### config.mk
export PLATFORM = sky130hd
export DESIGN_NAME = ddr_upload_adaptor
export DESIGN_NICKNAME = d
export VERILOG_FILES = /design/src/rtl/ddr_upload_adaptor.sv
export SDC_FILE = /design/constraint.sdc
export NUM_CORES = 1
export LEC_CHECK = 0
export ABC_AREA = 1
export CORE_MARGIN = 2
export CORE_UTILIZATION = 30
export DETAILED_ROUTE_END_ITERATION = 7
export GPL_ROUTABILITY_DRIVEN = 0
export GPL_TIMING_DRIVEN = 1
export HOLD_SLACK_MARGIN = 0.03
export PLACE_DENSITY = 0.63
export SYNTH_ARGS = -nofsm -noshare
export SYNTH_HDL_FRONTEND = slang
export SYNTH_SLANG_ARGS = --single-unit
### constraint.sdc
create_clock -name clk -period 8.9 [get_ports clk]
set_input_delay 2.67 -clock clk [delete_from_list [all_inputs] [get_ports clk]]
set_output_delay 2.67 -clock clk [all_outputs]
set_load 0.02 [all_outputs]
### src/rtl/ddr_upload_adaptor.sv
// ddr_upload_adaptor
// Serves byte-wide HPS upload reads from a DDR3 window. Each DDR access is a
// single 64-bit beat. A one-word line buffer holds the last fetched word, so a
// sequential read stream needs DDR traffic for only one byte in eight.
module ddr_upload_adaptor #(
  parameter logic [31:0] BASE_ADDR = 32'h3000_0000,
  parameter logic [24:0] SIZE      = 25'h20_0000,
  parameter logic [7:0]  INDEX     = 8'd3
) (
  input  logic        clk,
  input  logic        reset,
  input  logic        ioctl_upload,
  input  logic [7:0]  ioctl_upload_index,
  input  logic        ioctl_rd,
  input  logic [24:0] ioctl_addr,
  output logic [7:0]  ioctl_din,
  output logic        ioctl_wait,
  output logic        ddr_acquire,
  output logic [31:0] ddr_addr,
  output logic        ddr_read,
  output logic [7:0]  ddr_burstcnt,
  output logic [7:0]  ddr_byteenable,
  output logic        ddr_write,
  output logic [63:0] ddr_wdata,
  input  logic [63:0] ddr_rdata,
  input  logic        ddr_rdata_ready,
  input  logic        ddr_busy
);

  typedef enum logic [1:0] {IDLE, REQ, DATA} state_t;

  state_t      state;
  state_t      state_nxt;

  logic        active;
  logic        active_q;
  logic        act_rise;

  logic [63:0] buf_data;
  logic [21:0] buf_tag;
  logic        buf_valid;
  logic [24:0] addr_q;
  logic        fetch_abort;

  logic        rd_oor;
  logic        rd_hit;
  logic        rd_miss;
  logic        fill;
  logic        buf_match;

  // Little-endian byte lane select within a 64-bit word.
  function automatic logic [7:0] sel_byte(input logic [63:0] word, input logic [2:0] n);
    sel_byte = word[{n, 3'b000} +: 8];
  endfunction

  assign active         = ioctl_upload & (ioctl_upload_index == INDEX);
  assign act_rise       = active & ~active_q;
  assign ddr_acquire    = active | (state != IDLE);

  assign ddr_burstcnt   = 8'd1;
  assign ddr_byteenable = 8'hFF;
  assign ddr_write      = 1'b0;
  assign ddr_wdata      = 64'd0;

  // A buffer that is being invalidated this very cycle must not produce a hit.
  assign buf_match = buf_valid & ~act_rise & (buf_tag == ioctl_addr[24:3]);

  // State register.
  always_ff @(posedge clk or posedge reset) begin
    if (reset) state <= IDLE;
    else       state <= state_nxt;
  end

  // Next-state decode and per-cycle action strobes.
  always_comb begin
    state_nxt = state;
    rd_oor    = 1'b0;
    rd_hit    = 1'b0;
    rd_miss   = 1'b0;
    fill      = 1'b0;
    case (state)
      IDLE: begin
        if (ioctl_rd && active) begin
          if (ioctl_addr >= SIZE) begin
            rd_oor = 1'b1;
          end else if (buf_match) begin
            rd_hit = 1'b1;
          end else begin
            rd_miss   = 1'b1;
            state_nxt = REQ;
          end
        end
      end
      REQ: begin
        if (!ddr_busy) state_nxt = DATA;
      end
      DATA: begin
        if (ddr_rdata_ready) begin
          fill      = 1'b1;
          state_nxt = IDLE;
        end
      end
      default: state_nxt = IDLE;
    endcase
  end

  // Upload-active history, used to detect the start of a new upload.
  always_ff @(posedge clk or posedge reset) begin
    if (reset) active_q <= 1'b0;
    else       active_q <= active;
  end

  // Avalon read request: raised on a miss, held until accepted.
  always_ff @(posedge clk or posedge reset) begin
    if (reset) begin
      ddr_read <= 1'b0;
      ddr_addr <= 32'd0;
    end else if (rd_miss) begin
      ddr_read <= 1'b1;
      ddr_addr <= BASE_ADDR + {7'd0, ioctl_addr[24:3], 3'b000};
    end else if (state == REQ && !ddr_busy) begin
      ddr_read <= 1'b0;
    end
  end

  // HPS-facing read data and stall.
  always_ff @(posedge clk or posedge reset) begin
    if (reset) begin
      ioctl_din  <= 8'h00;
      ioctl_wait <= 1'b0;
    end else begin
      if (rd_oor)       ioctl_din <= 8'h00;
      else if (rd_hit)  ioctl_din <= sel_byte(buf_data, ioctl_addr[2:0]);
      else if (fill)    ioctl_din <= sel_byte(ddr_rdata, addr_q[2:0]);
      if (rd_miss)      ioctl_wait <= 1'b1;
      else if (fill)    ioctl_wait <= 1'b0;
    end
  end

  // Remembers whether the upload went away while a fetch was outstanding,
  // so the returning word is not trusted for later hits.
  always_ff @(posedge clk or posedge reset) begin
    if (reset)                              fetch_abort <= 1'b0;
    else if (rd_miss)                       fetch_abort <= 1'b0;
    else if (state != IDLE && !active)      fetch_abort <= 1'b1;
  end

  // Line buffer valid bit.
  always_ff @(posedge clk or posedge reset) begin
    if (reset)         buf_valid <= 1'b0;
    else if (act_rise) buf_valid <= 1'b0;
    else if (fill)     buf_valid <= ~(fetch_abort | ~active);
  end

  // Line buffer contents and the address of the outstanding miss.
  always_ff @(posedge clk) begin
    if (rd_miss) addr_q <= ioctl_addr;
    if (fill) begin
      buf_data <= ddr_rdata;
      buf_tag  <= addr_q[24:3];
    end
  end

endmodule

==> results_tabular.tex, run 1 <==
\begin{tabular}{lr}
\hline
Metric & Value \\
\hline
\multicolumn{2}{l}{\textbf{STA}} \\
\quad Pin slew with the least headroom to its limit & roughly 1100 ps \\
\quad Worst-case headroom to the max-slew limit & 23.4\% \\
\quad Count of final max-slew check failures & 0 \\
\quad Fmax & 0.145 GHz \\
\quad Hold Fails Final Rpt & 0 \\
\quad Setup repair after global routing missed its margin & no \\
\quad Period utilization & 77.6\% \\
\quad Clock Skew & 9.17 ps \\
\quad Setup TNS & 0 ps \\
\quad Worst Slack Setup Final & 2000 ps \\
\quad Final setup vio count & 0 \\
\quad Minimum clock period & 6900 ps \\
\multicolumn{2}{l}{\textbf{Logic synthesis}} \\
\quad Yosys cell types & 30 \\
\quad Number of standard cells after synthesis & 872 \\
\quad Syn\_area\_per\_cell & 8.78 sq um \\
\quad Netlist area before placement & 7650 sq um \\
\quad Yosys warnings & 0 \\
\quad Synthesis-stage register bit count & 149 \\
\quad Share of synthesized area occupied by flip-flops and latches & 56.0\% \\
\quad Synth async-reset ratio & 25.5\% \\
\quad Most frequently used flop master after synthesis & sky130\_fd\_sc\_hd\_\_edfxtp\_1 \\
\quad Number of synthesized flops with an enable pin & 111 \\
\multicolumn{2}{l}{\textbf{Global routing}} \\
\quad Pin count of the biggest net entering global routing & 65 \\
\quad Wire length of the first global-routing pass & 29800 microns \\
\quad Overall Global Routing Usage & 14.7\% \\
\quad Antenna violations before repair & 1 \\
\quad Via count of the first global-routing pass & 5516 \\
\quad Final global-route overflow total & 0 \\
\multicolumn{2}{l}{\textbf{Clock tree}} \\
\quad Master cell of the clock root buffer & sky130\_fd\_sc\_hd\_\_clkbuf\_16 \\
\quad Number of resized instances in the post-cts repair step & 0 \\
\quad TritonCTS buffer count & 17 \\
\quad Insertion delay to the later sink of the worst-skew pair & about 420 ps \\
\quad CTS tree & done \\
\quad \# Post-CTS Setup Buffers & 0 \\
\quad Total number of clock tree sinks & 149 \\
\quad CTS max path bufs & 2 \\
\quad Clock slew at the register clock pins of the worst setup and hold paths & around 60 ps \\
\quad Hold buffers post-CTS & 0 \\
\quad Number of levels the H-tree was split into & 4 \\
\multicolumn{2}{l}{\textbf{Placement}} \\
\quad Pre-CTS setup slack & 1980 ps \\
\quad Detailed placer's ending HPWL & 13800 microns \\
\quad Port Buffer Count & 137 \\
\multicolumn{2}{l}{\textbf{Worst hold path}} \\
\quad Worst Hold End & buf\_tag[7] \\
\quad Hold\_sp & addr\_q[10] \\
\quad Type of the worst min-delay path & reg2reg \\
\quad Hold depth & 0 \\
\multicolumn{2}{l}{\textbf{Worst setup path}} \\
\quad Reg-to-reg critical path endpoint & ioctl\_din[3] \\
\quad Setup slack on the worst flop-to-flop path & roughly 6400 ps \\
\quad CP Data Required Time & 6230 ps \\
\quad Worst Reg-to-Reg Cells & 12 \\
\quad Startpoint class of the critical path & primary input \\
\quad Startpoint of the worst register-to-register path & addr\_q[0] \\
\quad WS Path Type & in2out \\
\quad Worst-path fanout max & 3 \\
\quad Critical Path AT & 4230 ps \\
\quad Crit end category & output pin \\
\multicolumn{2}{l}{\textbf{Drt}} \\
\quad Via count of the routed design & 5823 \\
\quad Detailed Routing Iterations Pass 1 & 5 \\
\quad WL/cell & 14.5 microns \\
\quad Detailed Route Iter0 Violations & 422 \\
\quad Total wire length after detailed routing & roughly 20000 microns \\
\quad DRC violations left & 0 \\
\quad Number of nets with antenna violations after detailed routing & 0 \\
\quad Via-to-Cell Ratio & $\sim$4.3 \\
\multicolumn{2}{l}{\textbf{Die}} \\
\quad Die width & 164 microns \\
\quad Floorplan Core Area & around 25000 sq um \\
\quad Cell row count & 58 \\
\quad Full die area & 26800 sq um \\
\quad Die Y-Extent & 164 microns \\
\quad Effective utilization at floorplan & 30.5\% \\
\quad Ports & 227 \\
\multicolumn{2}{l}{\textbf{Pwr}} \\
\quad Max VDD drop & just over 0.09 mV \\
\quad Power per unit of standard cell area & 171 nW/um\^{}2 \\
\quad Static leakage & 4.25 nW \\
\multicolumn{2}{l}{\textbf{Finish}} \\
\quad Net count reported at finish & around 1100 \\
\quad Fill cells & 2532 \\
\quad Most common cell after layout, fill and taps aside & sky130\_fd\_sc\_hd\_\_nand2\_1 \\
\quad Fraction of layout instances using a drive strength above 1 & 5.59\% \\
\quad Commonest non-fill, non-tap cells in the layout & 277 x sky130\_fd\_sc\_hd\_\_nand2\_1, 137 x sky130\_fd\_sc\_hd\_\_clkdlybuf4s50\_1, 111 x sky130\_fd\_sc\_hd\_\_edfxtp\_1 \\
\quad Synthesis-to-layout area growth & 25.7\% \\
\quad Final cell utilization of the core & 38.3\% \\
\multicolumn{2}{l}{\textbf{Run}} \\
\quad Number of max-cap violations & 0 \\
\multicolumn{2}{l}{\textbf{Outcome}} \\
\quad Outcome & completed \\
\hline
\end{tabular}
-- power breakdown --
| group | internal, mW | leakage (nW) | switching [mW] |
|---|---|---|---|
| clock | 0.415 | 0.271 | 0.294 |
| sequential | 0.753 | 1.49 | 0.00483 |
| combinational | 0.0710 | 2.49 | 0.105 |
| total | 1.24 | 4.25 | 0.404 |
-- how the worst max path moves through the flow --
| stage | start | endpoint | slack (ps) |
|---|---|---|---|
| global placement | ioctl_upload_index[1] | ddr_acquire | 1990 |
| CTS | ioctl_upload_index[0] | ddr_acquire | 1980 |
| detailed placement | ioctl_upload_index[0] | ddr_acquire | 1980 |
| floorplan | ddr_rdata_ready | ioctl_din[0] | 1800 |
| finish | ioctl_upload_index[0] | ddr_acquire | 2000 |
| global route | ioctl_upload_index[0] | ddr_acquire | 1840 |
-- logic make-up (layout without fill, tap and decap cells) --
logic type,count (synthesis),in the layout,synth area share (%)
buf+inv,202,262,14.6
xor+xnor,2,2,0.229
flops,149,149,56.0
compound gates,71,71,5.43
mux,1,1,0.131
other cells,2,90,0.0981
simple gates,445,445,23.5
-- worst max-delay path: stages --
cell,delay [ps]
sky130_fd_sc_hd__clkdlybuf4s50_1,450
sky130_fd_sc_hd__nand2_1,110
sky130_fd_sc_hd__inv_1,70
sky130_fd_sc_hd__nand2_1,40
sky130_fd_sc_hd__nor2_1,110
sky130_fd_sc_hd__nand2_1,100
sky130_fd_sc_hd__nand2_1,70
sky130_fd_sc_hd__clkdlybuf4s50_1,600
-- synthesized netlist by cell type, types with 2 or more instances --
| cell type | number | share of area, % |
|---|---|---|
| sky130_fd_sc_hd__nand2_1 | 277 | 14 |
| sky130_fd_sc_hd__edfxtp_1 | 111 | 44 |
| sky130_fd_sc_hd__nor2_1 | 97 | 4.8 |
| sky130_fd_sc_hd__buf_4 | 90 | 8.8 |
| sky130_fd_sc_hd__inv_1 | 84 | 4.1 |
| sky130_fd_sc_hd__nand3_1 | 57 | 3.7 |
| sky130_fd_sc_hd__dfrtp_1 | 38 | 12 |
| sky130_fd_sc_hd__o21ai_0 | 36 | 2.4 |
| sky130_fd_sc_hd__clkbuf_1 | 23 | 1.1 |
| sky130_fd_sc_hd__a21oi_1 | 11 | 0.72 |
| sky130_fd_sc_hd__o21ai_2 | 8 | 0.92 |
| sky130_fd_sc_hd__a21o_1 | 7 | 0.69 |
| sky130_fd_sc_hd__nand2_2 | 4 | 0.33 |
| sky130_fd_sc_hd__buf_6 | 3 | 0.44 |
| sky130_fd_sc_hd__o21ai_1 | 3 | 0.20 |
| sky130_fd_sc_hd__o22ai_1 | 3 | 0.25 |
| sky130_fd_sc_hd__conb_1 | 2 | 0.098 |
| sky130_fd_sc_hd__nor3_1 | 2 | 0.13 |
| sky130_fd_sc_hd__nor3_4 | 2 | 0.43 |
| sky130_fd_sc_hd__o31ai_1 | 2 | 0.20 |
| sky130_fd_sc_hd__or2_2 | 2 | 0.16 |
| sky130_fd_sc_hd__xnor2_1 | 2 | 0.23 |
-- state kept, by name, indices dropped and copies added, names as in the netlist --
register,flops
active_q,1
addr_q,25
buf_data,64
buf_tag,22
buf_valid,1
ddr_addr,23
ddr_read,1
fetch_abort,1
ioctl_din,8
ioctl_wait,1
state,2
-- final cells by class --
cell class | instances | area [sq um] | area share [%]
Clock inverter | 14 | 151 | 1.57
Sequential cell | 149 | 4280 | 44.5
Multi-Input combinational cell | 608 | 2590 | 26.9
Antenna cell | 1 | 2.50 | 0.0260
Clock buffer | 18 | 429 | 4.46
Inverter | 85 | 319 | 3.32
Tap cell | 330 | 413 | 4.29
Timing Repair Buffer | 145 | 1430 | 14.9
-- metrics by stage --
stage | power, mW | instances | hold slack [ps] | instance area (sq um)
global placement | 0.947 | 1317 | 401 | 9030
finish | 1.64 | 1350 | 418 | 9620
detailed placement | 0.948 | 1317 | 406 | 9030
global route | 1.71 | 1350 | 421 | 9620
floorplan | 0.890 | 959 | 400 | 7990
CTS | 1.66 | 1349 | 417 | 9620
-- routing by layer --
metal,global-route usage [%],wire length (microns),up-vias
li1,-,-,2878
met1,19.7,8760,2668
met2,23.3,9070,255
met3,3.59,1400,22
met4,5.10,325,0
met5,0,0,-
Power figures use the tool's default switching activity.
==> run 2: changes to the inputs <==
Clock period 8.9 ns to 6.7 ns, I/O delays scaled along.
==> run 2 against run 1 <==
  * Final cell count did not move
  * Via count rose by 0.81%
  * Die area did not move
  * Combinational power rose by 33%
  * Routed wire length barely moved
  * Critical endpoint unchanged
  * Global-route usage rose by 0.050 points
  * Flip-flop and latch count did not move
  * Largest power group unchanged
  * Core utilization rose by 0.16 points
  * Sequential share of layout area fell by 0.18 points
  * Total power rose by 36%
  * First-iteration DRC count fell by 0.47%
  * Clock power rose by 41%
==> results_tabular.tex, run 2 (same netlist as run 1, synthesis figures left out) <==
\begin{tabular}{lr}
\hline
Metric & Value \\
\hline
\multicolumn{2}{l}{\textbf{Outcome}} \\
\quad Outcome & completed \\
\multicolumn{2}{l}{\textbf{Pwr}} \\
\quad Internal Dissipation & 1.71 mW \\
\quad Combinational share of power & roughly a tenth \\
\quad Switching part of the total power & 23.5\% \\
\quad Net switching power & 0.527 mW \\
\quad Power per unit of standard cell area & 232 nW/um\^{}2 \\
\quad Share of total power in sequential cells & 44.9\% \\
\quad Clock Power Share & 44.7\% \\
\quad Final Total Pwr & between 2 and 2.5 mW \\
\quad Static leakage & 4.28 nW \\
\quad Max VDD drop & 0.154 mV \\
\multicolumn{2}{l}{\textbf{Clock tree}} \\
\quad \# Post-CTS Setup Buffers & 0 \\
\quad Number of resized instances in the post-cts repair step & 0 \\
\quad Master cell of the clock root buffer & sky130\_fd\_sc\_hd\_\_clkbuf\_16 \\
\quad TritonCTS buffer count & 17 \\
\quad Total number of clock tree sinks & 149 \\
\quad Clock slew at the register clock pins of the worst setup and hold paths & 60 ps \\
\quad Number of levels the H-tree was split into & 4 \\
\quad Insertion delay to the later sink of the worst-skew pair & 420 ps \\
\quad CTS tree & done \\
\quad Hold buffers post-CTS & 0 \\
\quad CTS max path bufs & 2 \\
\multicolumn{2}{l}{\textbf{Die}} \\
\quad Ports & 227 \\
\quad Effective utilization at floorplan & 30.5\% \\
\quad Die Y-Extent & 164 microns \\
\quad Die width & 164 microns \\
\quad Floorplan Core Area & 25100 sq um \\
\quad Full die area & 26800 sq um \\
\quad Cell row count & 58 \\
\multicolumn{2}{l}{\textbf{Drt}} \\
\quad Number of nets with antenna violations after detailed routing & 0 \\
\quad Total wire length after detailed routing & 19600 microns \\
\quad Detailed Route Iter0 Violations & 420 \\
\quad Via-to-Cell Ratio & around 4.3 \\
\quad Detailed Routing Iterations Pass 1 & 5 \\
\quad WL/cell & 14.5 microns \\
\quad DRC violations left & 0 \\
\quad Via count of the routed design & $\sim$5900 \\
\multicolumn{2}{l}{\textbf{Finish}} \\
\quad Largest registers & buf\_data: 64 flops, addr\_q: 25 flops, ddr\_addr: 23 flops \\
\quad Finished Cell Area & slightly below 10000 sq um \\
\quad Fraction of layout instances using a drive strength above 1 & 5.50\% \\
\quad Synthesis-to-layout area growth & 26.2\% \\
\quad Commonest non-fill, non-tap cells in the layout & 277 x sky130\_fd\_sc\_hd\_\_nand2\_1, 137 x sky130\_fd\_sc\_hd\_\_clkdlybuf4s50\_1, 111 x sky130\_fd\_sc\_hd\_\_edfxtp\_1 \\
\quad Most common cell after layout, fill and taps aside & sky130\_fd\_sc\_hd\_\_nand2\_1 \\
\quad Top reg by flops & buf\_data \\
\quad Final cell utilization of the core & 38.5\% \\
\quad Net count reported at finish & 1110 \\
\quad Number of flip-flops under the largest register name & 64 \\
\multicolumn{2}{l}{\textbf{Worst setup path}} \\
\quad Startpoint class of the critical path & primary input \\
\quad Crit end category & output pin \\
\quad WS Path Type & in2out \\
\quad Setup slack on the worst flop-to-flop path & about 4200 ps \\
\quad Worst-path fanout max & 3 \\
\quad Critical Path AT & 3580 ps \\
\quad CP Data Required Time & 4690 ps \\
\multicolumn{2}{l}{\textbf{STA}} \\
\quad Pin slew with the least headroom to its limit & 1110 ps \\
\quad Period utilization & 83.4\% \\
\quad Final setup vio count & 0 \\
\quad Hold Fails Final Rpt & 0 \\
\quad Clock Skew & 8.22 ps \\
\quad Count of final max-slew check failures & 0 \\
\quad Setup TNS & 0 ps \\
\quad Setup repair after global routing missed its margin & no \\
\quad Worst-case headroom to the max-slew limit & 25.7\% \\
\quad Minimum clock period & 5590 ps \\
\quad Fmax & 0.179 GHz \\
\multicolumn{2}{l}{\textbf{Placement}} \\
\quad Port Buffer Count & between 100 and 150 \\
\quad Detailed placer's ending HPWL & $\sim$14000 microns \\
\quad Placement Cell Area & 9040 sq um \\
\multicolumn{2}{l}{\textbf{Global routing}} \\
\quad Wire length of the first global-routing pass & $\sim$30000 microns \\
\quad Final global-route overflow total & 0 \\
\quad Via count of the first global-routing pass & $\sim$5500 \\
\quad Antenna violations before repair & 1 \\
\quad Overall Global Routing Usage & 14.8\% \\
\quad Pin count of the biggest net entering global routing & 65 \\
\multicolumn{2}{l}{\textbf{Run}} \\
\quad Number of max-cap violations & 0 \\
\multicolumn{2}{l}{\textbf{Worst hold path}} \\
\quad Type of the worst min-delay path & reg2reg \\
\hline
\end{tabular}
-- run 2: metal layers --
layer  routed length, microns  share of wire [%]  GRT usage [%]  vias to the layer above
met5                        0                  0              0                        -
met4                      366                1.9           5.34                        0
met3                     1430                7.3           3.56                       25
met2                     9010                 46           23.0                      241
met1                     8770                 45           20.0                     2728
li1                         -                  -              -                     2876
-- run 2: power groups by stage --
| stage | clock, mW | sequential, mW | combinational [mW] |
|---|---|---|---|
| floorplan | 0 | 1.03 | 0.147 |
| global placement | 0 | 1.03 | 0.232 |
| detailed placement | 0 | 1.03 | 0.233 |
| CTS | 1.02 | 1.01 | 0.234 |
| global route | 1.06 | 1.01 | 0.257 |
| finish | 1.00 | 1.01 | 0.233 |
-- run 2: path summary, 6_finish.rpt --
path	depth (start not counted)	endpoint	from
worst max-delay path	8	ddr_acquire	ioctl_upload_index[1]
worst min-delay path	0	buf_tag[14]	addr_q[17]
worst max register to register	12	ioctl_din[3]	addr_q[0]
worst min register to register	0	buf_tag[14]	addr_q[17]
max in group asynchronous	3	ddr_addr[5]	reset
min in group asynchronous	3	ddr_read	reset
-- run 2: stage by stage --
step,std cells,setup slack (ps),hold slack [ps]
floorplan,959,259,400
global placement,1318,1130,401
detailed placement,1318,1110,406
CTS,1349,1100,417
global route,1350,981,420
finish,1350,1110,416
-- run 2: critical path: stages --
cell and delay, ps:
sky130_fd_sc_hd__clkdlybuf4s50_1 450, sky130_fd_sc_hd__nand2_1 110, sky130_fd_sc_hd__inv_1 70, sky130_fd_sc_hd__nand2_1 40, sky130_fd_sc_hd__nor2_1 120, sky130_fd_sc_hd__nand2_1 90, sky130_fd_sc_hd__nand2_1 70, sky130_fd_sc_hd__clkdlybuf4s50_1 600
-- run 2: area by class of cell --
| type | count | area, sq um |
|---|---|---|
| diodes | 1 | 2.50 |
| clock buffers | 18 | 429 |
| clock inverters | 13 | 184 |
| fillers | 2501 | 15500 |
| inverters | 85 | 319 |
| multi-input cells | 608 | 2590 |
| flip-flops and latches | 149 | 4280 |
| well taps | 330 | 413 |
| repair buffers | 146 | 1440 |
==> run 3: changes to the inputs <==
Settings changed: PLACE_DENSITY 0.63 to 0.65.
Clock period 6.7 ns to 4.8 ns, I/O delays scaled along.
==> run 3 against run 2 <==
  * Sequential power rose by 39%
  * Flip-flop and latch count did not move
  * Highest routed layer unchanged
  * Clock power grew 34%
==> results_tabular.tex, run 3 (same netlist as run 1, synthesis figures left out) <==
\begin{tabular}{lr}
\hline
Metric & Value \\
\hline
\multicolumn{2}{l}{\textbf{Outcome}} \\
\quad Outcome & completed \\
\multicolumn{2}{l}{\textbf{Drt}} \\
\quad DRC violations left & 0 \\
\quad Via count of the routed design & 5794 \\
\quad Via-to-Cell Ratio & 4.28 \\
\quad Detailed Route Iter0 Violations & 504 \\
\quad Number of nets with antenna violations after detailed routing & 0 \\
\quad Total wire length after detailed routing & 19300 microns \\
\quad Detailed Routing Iterations Pass 1 & 4 \\
\quad WL/cell & 14.2 microns \\
\multicolumn{2}{l}{\textbf{Clock tree}} \\
\quad Total number of clock tree sinks & 149 \\
\quad CTS tree & done \\
\quad TritonCTS buffer count & 17 \\
\quad Number of levels the H-tree was split into & 4 \\
\quad \# Post-CTS Setup Buffers & 0 \\
\quad Master cell of the clock root buffer & sky130\_fd\_sc\_hd\_\_clkbuf\_16 \\
\quad Clock slew at the register clock pins of the worst setup and hold paths & 60 ps \\
\quad CTS max path bufs & 2 \\
\quad Number of resized instances in the post-cts repair step & 0 \\
\quad Hold buffers post-CTS & 0 \\
\quad Insertion delay to the later sink of the worst-skew pair & 420 ps \\
\multicolumn{2}{l}{\textbf{Global routing}} \\
\quad Final global-route overflow total & 0 \\
\quad Overall Global Routing Usage & 14.5\% \\
\quad Wire length of the first global-routing pass & 29400 microns \\
\quad Antenna violations before repair & 0 \\
\quad Via count of the first global-routing pass & 5452 \\
\quad Pin count of the biggest net entering global routing & 89 \\
\multicolumn{2}{l}{\textbf{Die}} \\
\quad Effective utilization at floorplan & 30.5\% \\
\quad Cell row count & 58 \\
\quad Floorplan Core Area & 25100 sq um \\
\quad Ports & $\sim$230 \\
\quad Die width & 164 microns \\
\quad Die Y-Extent & 164 microns \\
\quad Full die area & 26800 sq um \\
\multicolumn{2}{l}{\textbf{Worst hold path}} \\
\quad Hold\_sp & addr\_q[18] \\
\quad Worst Hold End & buf\_tag[15] \\
\quad Hold depth & 0 \\
\quad Type of the worst min-delay path & reg2reg \\
\multicolumn{2}{l}{\textbf{STA}} \\
\quad Pin slew with the least headroom to its limit & roughly 1100 ps \\
\quad Count of final max-slew check failures & 0 \\
\quad Final-layout worst hold slack & 417 ps \\
\quad Period utilization & 92.4\% \\
\quad Final setup vio count & 0 \\
\quad Clock Skew & about 11 ps \\
\quad Worst-case headroom to the max-slew limit & 24.1\% \\
\quad Worst Slack Setup Final & 365 ps \\
\quad Minimum clock period & 4430 ps \\
\quad Fmax & approximately 0.23 GHz \\
\quad Setup repair after global routing missed its margin & no \\
\quad Setup TNS & 0 ps \\
\quad Hold Fails Final Rpt & 0 \\
\multicolumn{2}{l}{\textbf{Finish}} \\
\quad Commonest non-fill, non-tap cells in the layout & 277 x sky130\_fd\_sc\_hd\_\_nand2\_1, 137 x sky130\_fd\_sc\_hd\_\_clkdlybuf4s50\_1, 111 x sky130\_fd\_sc\_hd\_\_edfxtp\_1 \\
\quad Largest registers & buf\_data: 64 flops, addr\_q: 25 flops, ddr\_addr: 23 flops \\
\quad Fraction of layout instances using a drive strength above 1 & under 10\% \\
\quad Most common cell after layout, fill and taps aside & sky130\_fd\_sc\_hd\_\_nand2\_1 \\
\quad Net count reported at finish & 1114 \\
\quad Number of flip-flops under the largest register name & 64 \\
\quad Top reg by flops & buf\_data \\
\quad Synthesis-to-layout area growth & 26.4\% \\
\multicolumn{2}{l}{\textbf{Placement}} \\
\quad Detailed placer's ending HPWL & 13700 microns \\
\quad Pre-CTS setup slack & approximately 370 ps \\
\quad Port Buffer Count & $\sim$140 \\
\multicolumn{2}{l}{\textbf{Worst setup path}} \\
\quad Reg-to-reg critical path endpoint & ioctl\_din[4] \\
\quad Setup slack on the worst flop-to-flop path & 2480 ps \\
\quad Largest stage delay on the critical path & a little under 600 ps \\
\quad Worst-path fanout max & 3 \\
\quad Worst Reg-to-Reg Cells & 13 \\
\quad CP Data Required Time & 3360 ps \\
\quad Crit end category & output pin \\
\quad Startpoint class of the critical path & primary input \\
\quad Cells along the critical path & clkdlybuf4s50\_1 -> nand2\_1 -> inv\_1 -> nand2\_1 -> nor2\_1 -> nand2\_1 -> nand2\_1 -> clkdlybuf4s50\_1 \\
\quad CP dominant cell by count & sky130\_fd\_sc\_hd\_\_nand2\_1 \\
\quad Slowest stage cell, crit path & sky130\_fd\_sc\_hd\_\_clkdlybuf4s50\_1 \\
\quad Startpoint of the worst register-to-register path & addr\_q[0] \\
\quad WS Path Type & in2out \\
\quad Critical Path AT & 2990 ps \\
\multicolumn{2}{l}{\textbf{Pwr}} \\
\quad Final Total Pwr & 3.07 mW \\
\quad Power per unit of standard cell area & 317 nW/um\^{}2 \\
\quad Max VDD drop & just over 0.2 mV \\
\quad Static leakage & 4.29 nW \\
\multicolumn{2}{l}{\textbf{Run}} \\
\quad Number of max-cap violations & 0 \\
\hline
\end{tabular}
## run 3: per-stage QoR
stage / utilization (%) / instances / instance area (sq um)
after floorplan: - / 959 / 7990
after global placement: 36.2 / 1322 / 9080
after detailed placement: 36.2 / 1322 / 9080
after CTS: 38.5 / 1354 / 9670
after global routing: 38.5 / 1354 / 9670
final: 38.5 / 1355 / 9670
## run 3: worst max path at each step
stage / from / to / slack, ps / depth (start not counted)
floorplan: ddr_rdata_ready / ioctl_din[0] / 340 / 6
global placement: ioctl_upload_index[1] / ddr_acquire / 360 / 8
detailed placement: ioctl_upload_index[1] / ddr_acquire / 370 / 8
CTS: ioctl_upload_index[1] / ddr_acquire / 360 / 8
global route: ioctl_upload_index[1] / ddr_acquire / 220 / 8
finish: ioctl_upload_index[1] / ddr_acquire / 370 / 8
## run 3: where the power goes
| group | switching, mW | internal, mW |
|---|---|---|
| clock network | 0.527 | 0.812 |
| registers | 0.00819 | 1.40 |
| logic | 0.195 | 0.132 |
| total | 0.730 | 2.34 |
## run 3: area by class of cell
cell class | instances | area [sq um]
Timing Repair Buffer | 150 | 1480
Fill cell | 2518 | 15400
Clock inverter | 14 | 158
Tap cell | 330 | 413
Sequential cell | 149 | 4280
Inverter | 85 | 319
Antenna cell | 1 | 2.50
Multi-Input combinational cell | 608 | 2590
Clock buffer | 18 | 429
## run 3: critical path, delay by kind of cell
family | cells | cell delay [ps]
buffers and inverters | 3 | 1120
AND/OR/NAND/NOR | 5 | 420
## run 3: metal layers
metal	GRT usage [%]	vias to the layer above	wire, microns
met4	5.58	0	387
met3	3.64	24	1260
li1	-	2885	-
met2	22.5	211	8920
met1	19.5	2674	8730
met5	0	-	0
